<file path="config.mk">
export PLATFORM = sky130hd
export DESIGN_NAME = dmem_arb
export DESIGN_NICKNAME = d
export VERILOG_FILES = /design/src/rtl/dmem_pkg.sv /design/src/rtl/dmem_align_chk.sv /design/src/rtl/dmem_arb.sv
export SDC_FILE = /design/constraint.sdc
export NUM_CORES = 1
export LEC_CHECK = 0
export ABC_CLOCK_PERIOD_IN_PS = 4000
export CORE_MARGIN = 5
export CORE_UTILIZATION = 34
export DETAILED_ROUTE_END_ITERATION = 6
export GPL_TIMING_DRIVEN = 0
export PLACE_DENSITY = 0.88
export SYNTH_ARGS = -nofsm -noshare
export SYNTH_HDL_FRONTEND = slang
export SYNTH_HIERARCHICAL = 1
export SYNTH_SLANG_ARGS = --single-unit
</file>
<file path="constraint.sdc">
create_clock -name clk -period 4 [get_ports clk]
set_clock_uncertainty 0.05 [all_clocks]
set_input_delay 0.8 -clock clk [delete_from_list [all_inputs] [get_ports clk]]
set_output_delay 0.8 -clock clk [all_outputs]
set_load 0.05 [all_outputs]
</file>
<file path="src/rtl/dmem_pkg.sv">
// dmem_pkg: shared definitions for the data-memory arbiter.
//   - Size codes understood by dmem (and checked by dmem_align_chk).
//   - Arbiter state encoding.
package dmem_pkg;

    localparam logic [2:0] SZ_B    = 3'b000;  // byte, sign-extended
    localparam logic [2:0] SZ_H    = 3'b001;  // half, sign-extended
    localparam logic [2:0] SZ_W    = 3'b010;  // word
    localparam logic [2:0] SZ_BU   = 3'b100;  // byte, zero-extended
    localparam logic [2:0] SZ_HU   = 3'b101;  // half, zero-extended
    localparam logic [2:0] SZ_IDLE = 3'b011;  // illegal code, parks dmem

    typedef enum logic {
        ARB,
        BURST
    } arb_state_t;

endpackage

</file>
<file path="src/rtl/dmem_align_chk.sv">
// dmem_align_chk: combinational legality check for one memory access.
// Ports:
//   addr_i  [1:0]  low address bits
//   size_i  [2:0]  size code
//   we_i           1 = store
//   legal_o        access may be forwarded to dmem
module dmem_align_chk
    import dmem_pkg::*;
(
    input  logic [1:0] addr_i,
    input  logic [2:0] size_i,
    input  logic       we_i,
    output logic       legal_o
);

    always_comb begin
        legal_o = 1'b0;
        case (size_i)
            SZ_B:    legal_o = 1'b1;
            SZ_BU:   legal_o = !we_i;                 // no unsigned stores
            SZ_H:    legal_o = !addr_i[0];
            SZ_HU:   legal_o = !addr_i[0] && !we_i;
            SZ_W:    legal_o = (addr_i == 2'b00);
            default: legal_o = 1'b0;
        endcase
    end

endmodule

</file>
<file path="src/rtl/dmem_arb.sv">
// dmem_arb: two-port arbiter/sequencer in front of dmem.
//   Port 0 = core load/store, port 1 = debug/DMA loader (may lock for bursts).
//   One access per cycle; illegal accesses are accepted but never reach dmem
//   and answer with err=1. Every accept gets a one-cycle response at T+1.
// Ports:
//   clk, rst                         clock, async active-high reset
//   req{0,1}_{valid,ready,addr,wdata,size,we}   request handshake + fields
//   req1_lock                        port 1 burst hold request
//   rsp{0,1}_{valid,err,rdata}       registered responses
//   mem_{addr,wData,size,wEn}        to dmem, mem_rData from dmem (comb read)
module dmem_arb
    import dmem_pkg::*;
#(
    parameter int MAX_BURST = 4
) (
    input  logic        clk,
    input  logic        rst,

    input  logic        req0_valid,
    output logic        req0_ready,
    input  logic [31:0] req0_addr,
    input  logic [31:0] req0_wdata,
    input  logic [2:0]  req0_size,
    input  logic        req0_we,

    input  logic        req1_valid,
    output logic        req1_ready,
    input  logic [31:0] req1_addr,
    input  logic [31:0] req1_wdata,
    input  logic [2:0]  req1_size,
    input  logic        req1_we,
    input  logic        req1_lock,

    output logic        rsp0_valid,
    output logic        rsp0_err,
    output logic [31:0] rsp0_rdata,
    output logic        rsp1_valid,
    output logic        rsp1_err,
    output logic [31:0] rsp1_rdata,

    output logic [31:0] mem_addr,
    output logic [31:0] mem_wData,
    output logic [2:0]  mem_size,
    output logic        mem_wEn,
    input  logic [31:0] mem_rData
);

    localparam int CW = $clog2(MAX_BURST + 1);

    arb_state_t      state_q, state_d;
    logic            last_grant_q, last_grant_d;
    logic [CW-1:0]   burst_cnt_q, burst_cnt_d;

    logic            rdy0, rdy1;
    logic [31:0]     m_addr, m_wdata;
    logic [2:0]      m_size;
    logic            m_we;
    logic            legal;
    logic            issue;

    // Grant: in BURST port 1 owns the memory; in ARB a lone requester wins
    // and a contested cycle goes to the port that was not granted last.
    always_comb begin
        rdy0 = 1'b0;
        rdy1 = 1'b0;
        if (!rst) begin
            if (state_q == BURST) begin
                rdy1 = req1_valid;
            end else begin
                rdy0 = req0_valid && (!req1_valid ||  last_grant_q);
                rdy1 = req1_valid && (!req0_valid || !last_grant_q);
            end
        end
    end

    assign req0_ready = rdy0;
    assign req1_ready = rdy1;

    assign m_addr  = rdy1 ? req1_addr  : req0_addr;
    assign m_wdata = rdy1 ? req1_wdata : req0_wdata;
    assign m_size  = rdy1 ? req1_size  : req0_size;
    assign m_we    = rdy1 ? req1_we    : req0_we;

    dmem_align_chk u_chk (
        .addr_i  (m_addr[1:0]),
        .size_i  (m_size),
        .we_i    (m_we),
        .legal_o (legal)
    );

    // Only legal accepted accesses reach dmem; otherwise park it on an
    // illegal size code so it neither writes nor performs a read.
    assign issue     = (rdy0 || rdy1) && legal;
    assign mem_addr  = issue ? m_addr  : 32'h0;
    assign mem_wData = issue ? m_wdata : 32'h0;
    assign mem_size  = issue ? m_size  : SZ_IDLE;
    assign mem_wEn   = issue && m_we;

    always_comb begin
        state_d      = state_q;
        last_grant_d = last_grant_q;
        burst_cnt_d  = burst_cnt_q;
        case (state_q)
            ARB: begin
                if (rdy0) last_grant_d = 1'b0;
                if (rdy1) begin
                    last_grant_d = 1'b1;
                    if (req1_lock) begin
                        state_d     = BURST;
                        burst_cnt_d = CW'(1);
                    end
                end
            end
            BURST: begin
                // A beat presented with lock already low is still taken,
                // but ends the burst.
                if (!req1_lock || !req1_valid ||
                    (burst_cnt_q + CW'(1) == CW'(MAX_BURST))) begin
                    state_d     = ARB;
                    burst_cnt_d = '0;
                end else begin
                    burst_cnt_d = burst_cnt_q + CW'(1);
                end
                last_grant_d = 1'b1;  // port 0 wins the next contested cycle
            end
            default: begin
                state_d     = ARB;
                burst_cnt_d = '0;
            end
        endcase
    end

    always_ff @(posedge clk or posedge rst) begin
        if (rst) begin
            state_q      <= ARB;
            last_grant_q <= 1'b1;
            burst_cnt_q  <= '0;
        end else begin
            state_q      <= state_d;
            last_grant_q <= last_grant_d;
            burst_cnt_q  <= burst_cnt_d;
        end
    end

    logic        rsp0_valid_q, rsp1_valid_q, rsp0_err_q, rsp1_err_q;
    logic [31:0] rsp0_rdata_q, rsp1_rdata_q;
    logic [31:0] ld_data;

    assign ld_data = (legal && !m_we) ? mem_rData : 32'h0;

    always_ff @(posedge clk or posedge rst) begin
        if (rst) begin
            rsp0_valid_q <= 1'b0;
            rsp1_valid_q <= 1'b0;
            rsp0_err_q   <= 1'b0;
            rsp1_err_q   <= 1'b0;
            rsp0_rdata_q <= 32'h0;
            rsp1_rdata_q <= 32'h0;
        end else begin
            rsp0_valid_q <= rdy0;
            rsp1_valid_q <= rdy1;
            rsp0_err_q   <= rdy0 && !legal;
            rsp1_err_q   <= rdy1 && !legal;
            rsp0_rdata_q <= rdy0 ? ld_data : 32'h0;
            rsp1_rdata_q <= rdy1 ? ld_data : 32'h0;
        end
    end

    assign rsp0_valid = rsp0_valid_q;
    assign rsp1_valid = rsp1_valid_q;
    assign rsp0_err   = rsp0_err_q;
    assign rsp1_err   = rsp1_err_q;
    assign rsp0_rdata = rsp0_rdata_q;
    assign rsp1_rdata = rsp1_rdata_q;

endmodule
</file>
Yosys cells after proc, flatten, opt, wreduce, memory -nomap -nowiden

Cells that the tools add are included.

Input bits: 173
Logic and storage cells: 68
Flip-flop bits (word level): 73

Bitwise logic cells: 1
Muxes and demuxes: 26
$add $sub $neg: 1
Reduce and logical (&&, ||, !) cells: 23
Equal/unequal tests: 8

Operators by type and width:

| operator                                             | number |
|---|---|
| 2-to-1 mux 32 bit                                    | 7 |
| 2-to-1 mux 3 bit                                     | 5 |
| 2-to-1 mux 1 bit                                     | 10 |
| equality test 3 bit (second input constant)          | 3 |
| logical AND 1 bit                                    | 8 |
| logical NOT 1 bit                                    | 7 |
| case mux 3 bit (2 select lines)                      | 1 |
| logical OR 1 bit                                     | 5 |
| case mux 1 bit (5 select lines)                      | 1 |
| != test 2 bit (second input constant)                | 2 |
| case mux 1 bit (2 select lines)                      | 2 |
| adder 3 x 1 -> 3 bit (second input constant)         | 1 |
| equality test 3 x 1 -> 1 bit (second input constant) | 1 |
| equality test 3 x 2 -> 1 bit (second input constant) | 1 |
| logical NOT 3 bit                                    | 1 |
| != test 3 bit (second input constant)                | 1 |
| logical NOT 2 bit                                    | 1 |
| AND reduction 2 bit                                  | 1 |
| NOT 1 bit                                            | 1 |

Depth between registers and ports, before layout

Gate-level depths: netlist of the first run.

Word-level depth: 12
Mapped depth: 13

By module

Netlist of the first run, hierarchy kept.

Modules (own cells, without submodules):

| module         | area each (µm²) | times used | cells each |
|---|---|---|---|
| dmem_arb       | 4,091.4         | 1          | 464 |
| dmem_align_chk | 18.8            | 1          | 2 |

Worst setup path before layout of the first run

Ideal clock, no wire load.

Path kind: input-to-output
Start: input req0_valid
End: output mem_wData[11]
Required time: 3.150 ns
Slack: -0.444 ns
Arrival time: 3.594 ns
Stages: 13
Path buffers: 5
Cells stage by stage: nand3b_1 -> buf_4 -> and3_4 -> buf_6 -> or2_2 -> a221o_1 -> o41ai_1 -> nor2b_1 -> clkbuf_1 -> o21ai_1 -> buf_2 -> buf_2 -> a21oi_1

Cells in the longest elaborated chain, start to end: 11
Elaborated cells on any way between the ends: 25

Ends and longest elaborated chain:

| element                             | RTL line                                   | RTL |
|---|---|---|
| start, declared                     | dmem_arb.sv:19                             | `input logic req0_valid,` |
| logical NOT 1 bit (*)               | dmem_arb.sv:71                             | `rdy1 = req1_valid && (!req0_valid \|\| !last_grant_q);` |
| logical OR 1 bit (*)                | dmem_arb.sv:71                             |  |
| logical AND 1 bit (*)               | dmem_arb.sv:71                             |  |
| 2-to-1 mux 1 bit (*)                | dmem_arb.sv:67                             | `if (state_q == BURST) begin` |
| 2-to-1 mux 1 bit (*)                | dmem_arb.sv:66                             | `if (!rst) begin` |
| 2-to-1 mux 1 bit (*)                | dmem_arb.sv:82                             | `assign m_we = rdy1 ? req1_we : req0_we;` |
| via m_we                            | dmem_arb.sv:57                             | `logic m_we;` |
| logical NOT 1 bit (*)               | dmem_align_chk.sv:20, dmem_align_chk.sv:22 |  |
| logical AND 1 bit                   | dmem_align_chk.sv:22                       | `SZ_HU: legal_o = !addr_i[0] && !we_i;` |
| case mux 1 bit (5 select lines) (*) | dmem_align_chk.sv:18                       | `case (size_i)` |
| via legal                           | dmem_arb.sv:58                             | `logic legal;` |
| logical AND 1 bit (*)               | dmem_arb.sv:93                             | `assign issue = (rdy0 \|\| rdy1) && legal;` |
| 2-to-1 mux 32 bit (*)               | dmem_arb.sv:95                             | `assign mem_wData = issue ? m_wdata : 32'h0;` |
| end, declared                       | dmem_arb.sv:42                             | `output logic [31:0] mem_wData,` |

Mark *: on every way through the listed nets, which the timed path passes. The rest lies on a longest branch.

Worst setup path after layout of the first run

Start: input req1_valid
End: output mem_wData[21]

Elaborated cells on any way between the ends: 25

RTL lines:

| element                                              | RTL line             | RTL |
|---|---|---|
| start, declared                                      | dmem_arb.sv:26       | `input logic req1_valid,` |
| logical AND 1 bit                                    | dmem_arb.sv:71       |  |
| 2-to-1 mux 1 bit (*)                                 | dmem_arb.sv:67       |  |
| 2-to-1 mux 1 bit (*)                                 | dmem_arb.sv:66       |  |
| 2-to-1 mux 3 bit (*)                                 | dmem_arb.sv:81       | `assign m_size = rdy1 ? req1_size : req0_size;` |
| via m_size[0]                                        | dmem_arb.sv:56       | `logic [2:0] m_size;` |
| equality test 3 x 2 -> 1 bit (tied with other cells) | dmem_align_chk.sv:18 |  |
| case mux 1 bit (5 select lines) (*)                  | dmem_align_chk.sv:18 |  |
| via legal                                            | dmem_arb.sv:58       |  |
| logical AND 1 bit (*)                                | dmem_arb.sv:93       |  |
| 2-to-1 mux 32 bit (*)                                | dmem_arb.sv:95       |  |

Marks and branches as above.

==> results_dict.tcl, run 1 <==
set metrics [dict create \
    timing.rr.end "rsp0_rdata[27]" \
    area_delta_synth_final_pct 106 \
    total_power_mw 2.51 \
    setup.worst_path.end "mem_wData[21]" \
    routed_wl_um 19300 \
    yosys_register_bits 73 \
    rsz0062_at_grt "false" \
    rows 40 \
    hold_viol_final 0 \
    vias 5085 \
    final_cells 959 \
    clkTransAtPathRegs_ns 0.05 \
    initialDrtViolationCount 359 \
    worst_setup_path_start_kind "input port" \
    hold_depth 1 \
    finalCritPeriodShare_pct 97.8 \
    syn_nets 641 \
    grt_pass1_wl_um 29100 \
    cts.sinks 73 \
    gr-usage-met3_pct 6.93 \
    tns_ns 0 \
    boundaryPins 311 \
    regArea_um2 1830 \
    setup_viol 0 \
    r2r_start "last_grant_q" \
    multiInputGateArea_um2 2540 \
    portBuffers 310 \
    maxSlewViolCount 0 \
    syn_area_um2 4110 \
    final_nets 982 \
    powerDensity_nw_per_um2 295 \
    drc_errors 0 \
    cp-end-kind "primary output" \
    die-area_um2 14400 \
    critical_path_required_ns 3.15 \
    crit_start "req1_valid" \
    fp.dieW_um 120 \
    fmax_ghz 0.256 \
    h-tree-depth 3 \
    reg2reg_depth 14 \
    drt_pre_antenna_iters 5 \
    avgRoutedWirePerCell_um 20.1 \
    tritoncts.num_buffers 9 \
    core_area_um2 11900 \
    clockBufferDepth 2 \
    grt_max_degree 74 \
    outcome "finished clean" \
    p_leak_nw 3.38 \
    syn_inst 466 \
    cts_root_buf "clkbuf_16" \
    ant_nets 0 \
    antenna_found_initial 2 \
    place.gp.congestion 0.961 \
    grt_busiest_layer "met2" \
    met1_usage_pct 28.6 \
    worst_slack_ns 0.0867 \
    synth_top_area_share_pct 43.8 \
    dp_cells 923 \
    arrival_ns 3.06 \
    grt_pass1_vias 5345 \
    viasPerCell 5.30 \
    synth_area_per_cell_um2 8.82 \
    synth_cell_type_count 37 \
    yosys_warnings 6 \
    met2_usage_pct 46.0 \
    dieHeight_um 120 \
    drive_gt1_share_pct 31.1 \
    ir_drop_mv 0.184 \
    relSlewSlack_pct 42.1 \
    worst_pin_slew_ns 0.869 \
    nFillCells 898 \
    grt-ovfl-total 0 \
    initial_core_util_pct 34.5 \
    whs_ns 0.491 \
    cts_tree "yes" \
    max-cap-violations 0 \
    min_path_type "reg2reg" \
    dpl.hpwl_um 14900 \
    clk_latency_ns 0.32 \
    dp_slack_ns -2.02 \
    hp-start "burst_cnt_q[2]" \
    fin_crit_ns 3.91 \
    setup.worst_path.class "in2out" \
    yosysTopAreaCell "dfrtp_1" \
    crit_fanout 10 \
    grt_util_all_layers_pct 25.7 \
    ys_top_cells_by_area "dfrtp_1 (44%), nor4_2 (8.8%), nand3_1 (8.2%)" \
    seq_area_frac_synth_pct 44.5 \
    holdBufCountCts 0 \
    r2r_setup_slack_ns 0.99 \
]
[placed cells by master, fill, tap and decap left out, types with 3 or more instances in the layout]
| cell type | instances |
|---|---|
| clkbuf_1 | 24 |
| buf_8 | 5 |
| clkbuf_16 | 10 |
| a21oi_4 | 22 |
| nor2_1 | 3 |
| o21ai_1 | 10 |
| buf_4 | 46 |
| buf_6 | 46 |
| nand2_1 | 34 |
| nor4_1 | 3 |
| dfrtp_1 | 71 |
| a21o_1 | 3 |
| clkbuf_2 | 3 |
| o21ai_0 | 54 |
| and3_4 | 3 |
| clkbuf_8 | 5 |
| buf_2 | 15 |
| a21oi_2 | 43 |
| clkdlybuf4s50_1 | 237 |
| nor4_2 | 29 |
| nand3_1 | 65 |
| and2_1 | 32 |
| o21ai_4 | 3 |
[sequential cells by signal, summed over array words and instances, names as in the netlist]
register and flops:
rsp0_err 1, rsp0_valid 1, rsp1_valid 1, rsp0_rdata 32
burst_cnt_q 3, rsp1_err 1, rsp1_rdata 32, state_q 1
last_grant_q 1
[layout make-up]
cell class	instances	area share, %
sequential	73	21.6
antenna	1	0.0295
timing repair buffer	333	38.6
clock buffer	12	3.14
multi-input combinational	336	30.0
tap	147	2.17
buffer	51	4.12
inverter	3	0.162
clock inverter	3	0.295
[cell usage after synthesis]
library cell and number:
dfrtp_1 72, nand3_1 67, a21oi_1 66, o21ai_0 57, nand2_1 37, and2_1 32
clkbuf_1 29, nor4_2 29, buf_2 14, o21ai_1 11, buf_4 4, buf_6 4
a21o_1 3, clkbuf_2 3, inv_1 3, nor2_1 3, nor2b_1 3, nor4_1 3
a211o_1 2, a22o_1 2, a31oi_1 2, and3_1 2, ha_1 2, nand2b_1 2
o22ai_1 2, a21boi_2 1, a221o_1 1, and3_4 1, and3b_2 1, dfstp_2 1
nand3b_1 1, nor3_1 1, nor4b_4 1, o21ba_1 1, o41ai_1 1, or2_2 1
xor2_1 1
[cells by family after synthesis]
| family | Yosys count | synth area share [%] |
|---|---|---|
| DFF | 73 | 44.5 |
| xor gates and xnor gates | 1 | 0.213 |
| and+or+nand+nor | 184 | 28.6 |
| AOI/OAI and AO/OA | 149 | 19.3 |
| adders and majority gates | 2 | 0.609 |
| buffers and inverters | 57 | 6.82 |
[critical path, stage by stage]
cell and delay (ns):
buf_6 0.11, nor2b_4 0.13, buf_6 0.14, and3_4 0.17
a21o_1 0.18, a221o_1 0.39, o41ai_4 0.07, nor2b_1 0.19
buf_4 0.14, o21ai_4 0.09, buf_8 0.16, buf_8 0.17
a21oi_4 0.14, buf_6 0.18
[metal layers]
metal  vias to the layer above  share of wire [%]
met2                       259                 53
met1                      2434                 36
met3                        49                7.7
met5                         -              0.062
li1                       2341                  -
met4                         2                3.1
[what timing repair did]
| action | in CTS | in global routing |
|---|---|---|
| gates resized for setup | 508 | 20 |
| cloned | 2 | 0 |
| buffers inserted | 13 | 9 |
| setup endpoints to repair | 68 | 68 |
| pin swaps | 4 | 9 |
[worst min path at each step]
| stage | to |
|---|---|
| 3_5_place_dp | burst_cnt_q[2] |
| 6_report | burst_cnt_q[2] |
| 2_1_floorplan | burst_cnt_q[2] |
| 5_1_grt | burst_cnt_q[0] |
| 4_1_cts | burst_cnt_q[2] |
| 3_3_place_gp | burst_cnt_q[2] |
[report_power, final]
group | total, mW | internal, mW | switching, mW
Sequential | 0.775 | 0.763 | 0.0122
Combinational | 0.969 | 0.399 | 0.570
Clock | 0.762 | 0.469 | 0.293
[metrics by stage]
step	util (%)	cell area, µm²
final	71.2	8480
after global routing	71.2	8480
after CTS	70.4	8390
after detailed placement	65.5	7810
after global placement	65.5	7800
after floorplan	-	4520
(Power assumes the default switching activity.)
==> run 2: changes to the inputs <==
Settings changed: RECOVER_POWER from default to 50.
==> results_dict.tcl, run 2 (synthesized netlist as in run 1, its figures left out) <==
set metrics [dict create \
    outcome "finished clean" \
    critical_path_required_ns 3.15 \
    routedLengthMet1_um 6970 \
    grt_pass1_vias 5345 \
    drive_gt1_share_pct 31.1 \
    grt-ovfl-total 0 \
    grt_max_degree 74 \
    hold_viol_final 0 \
    rsz0062_at_grt "false" \
    cts_tree "yes" \
    max-cap-violations 0 \
    boundaryPins 311 \
    arrival_ns 3.06 \
    grt_util_all_layers_pct 25.7 \
    crit_buf_inv 6 \
    grt_pass1_wl_um 29100 \
    setup.worst_path.class "in2out" \
    setup_viol 0 \
    fp.dieW_um 120 \
    stdcell_area_um2 8480 \
    mostFrequentLayoutCells "clkdlybuf4s50_1 (176), dfrtp_1 (71), nand3_1 (65), dlygate4sd3_1 (61), o21ai_0 (55)" \
    maxSlewViolCount 0 \
    cts.sinks 73 \
    dpl_cell_area_um2 7810 \
    routed_wl_um 19200 \
    ant_nets 0 \
    drc_errors 0 \
    fin_crit_ns 3.91 \
    place.gp.congestion 0.961 \
    tns_ns 0 \
    dieHeight_um 120 \
    avgRoutedWirePerCell_um 20.1 \
    h-tree-depth 3 \
    viasPerCell 5.30 \
    regArea_um2 1830 \
    antenna_found_initial 2 \
    worst_path_largest_cell_delay_ns 0.39 \
    cts_root_buf "clkbuf_16" \
    clkTransAtPathRegs_ns 0.05 \
    cp-end-kind "primary output" \
    rows 40 \
    fmax_ghz 0.256 \
    portBuffers 310 \
    clk_latency_ns 0.32 \
    p_leak_nw 3.59 \
    dpl.hpwl_um 14900 \
    clockBufferDepth 2 \
    crit_fanout 10 \
    dr_wl_met3_um 1490 \
    ir_drop_mv 0.184 \
    relSlewSlack_pct 42.5 \
    cp_cell_sequence "buf_6, nor2b_4, buf_6, and3_4, a21o_1, a221o_1, o41ai_4, nor2b_1, buf_4, o21ai_4, buf_6, clkbuf_16, a21oi_2, buf_6" \
    worst_pin_slew_ns 0.863 \
    layout_commonest_cell "clkdlybuf4s50_1" \
    cpMaxStageDelayCell "a221o_1" \
    final_nets 982 \
    dr_wl_met2_um 10200 \
    vias 5079 \
    initialDrtViolationCount 354 \
    core_area_um2 11900 \
    initial_core_util_pct 34.5 \
    nFillCells 898 \
    highest_layer "met5" \
    path_common_cell "buf_6" \
    powerDensity_nw_per_um2 295 \
    die-area_um2 14400 \
    drt_pre_antenna_iters 5 \
    area_delta_synth_final_pct 106 \
    multiInputGateArea_um2 2540 \
    worst_setup_path_start_kind "input port" \
    finalCritPeriodShare_pct 97.8 \
    cp_top_family "buffers and inverters" \
    tritoncts.num_buffers 9 \
    min_path_type "reg2reg" \
]
==> run 2: cell count changes in the layout (fill, tap and decap cells not counted) <==
cell             before  now
buf_4                46   45
clkbuf_4              1    2
clkdlybuf4s50_1     237  176
dlygate4sd3_1         0   61
o21ai_0              54   55
o21ai_1              10    9
==> run 2: layer usage <==
metal	global-route usage [%]	up-vias
li1	-	2342
met1	28.6	2427
met2	46.0	257
met3	6.93	51
met4	10.9	2
met5	0	-
==> run 2: path summary, 6_finish.rpt <==
kind | startpoint | end | slack (ns) | cells past startpoint
setup / recovery | req1_valid | mem_addr[19] | 0.09 | 14
hold / removal | burst_cnt_q[2] | burst_cnt_q[2] | 0.49 | 1
setup reg to reg | last_grant_q | rsp0_rdata[27] | 0.99 | 14
hold reg to reg | burst_cnt_q[2] | burst_cnt_q[2] | 0.49 | 1
max in group asynchronous | rst | state_q | 2.63 | 2
min in group asynchronous | rst | rsp1_rdata[26] | 0.68 | 2
==> run 2: timing repair <==
item                       CTS  global route
gates cloned                 2             0
resized for setup          508            20
pin swaps                    4             9
setup buffers               13             9
hold buffers                 0             0
setup endpoints to repair   68            68
hold endpoints to repair     0             0
==> run 2: area by class of cell <==
cell class | instances | area share, %
Timing Repair Buffer | 333 | 38.6
Multi-Input combinational cell | 336 | 30.0
Sequential cell | 73 | 21.6
Buffer | 51 | 4.12
Clock buffer | 12 | 3.14
Tap cell | 147 | 2.17
Clock inverter | 3 | 0.295
Inverter | 3 | 0.162
Antenna cell | 1 | 0.0295
==> run 2: metrics by stage <==
| stage | util (%) | setup slack [ns] | power [mW] | cells | hold slack [ns] |
|---|---|---|---|---|---|
| 2_1_floorplan | - | -0.0401 | 1.29 | 466 | 0.435 |
| 3_3_place_gp | 65.5 | -1.93 | 1.65 | 923 | 0.458 |
| 3_5_place_dp | 65.5 | -2.02 | 1.67 | 923 | 0.477 |
| 4_1_cts | 70.4 | -0.0000129 | 2.50 | 952 | 0.493 |
| 5_1_grt | 71.2 | 0.00326 | 2.61 | 959 | 0.528 |
| 6_report | 71.2 | 0.0878 | 2.50 | 959 | 0.491 |
==> run 2: power by group <==
group          total, mW  internal (mW)  switching (mW)
Clock              0.762          0.469           0.293
Sequential         0.775          0.763          0.0115
Combinational      0.964          0.394           0.570
Total               2.50           1.63           0.875
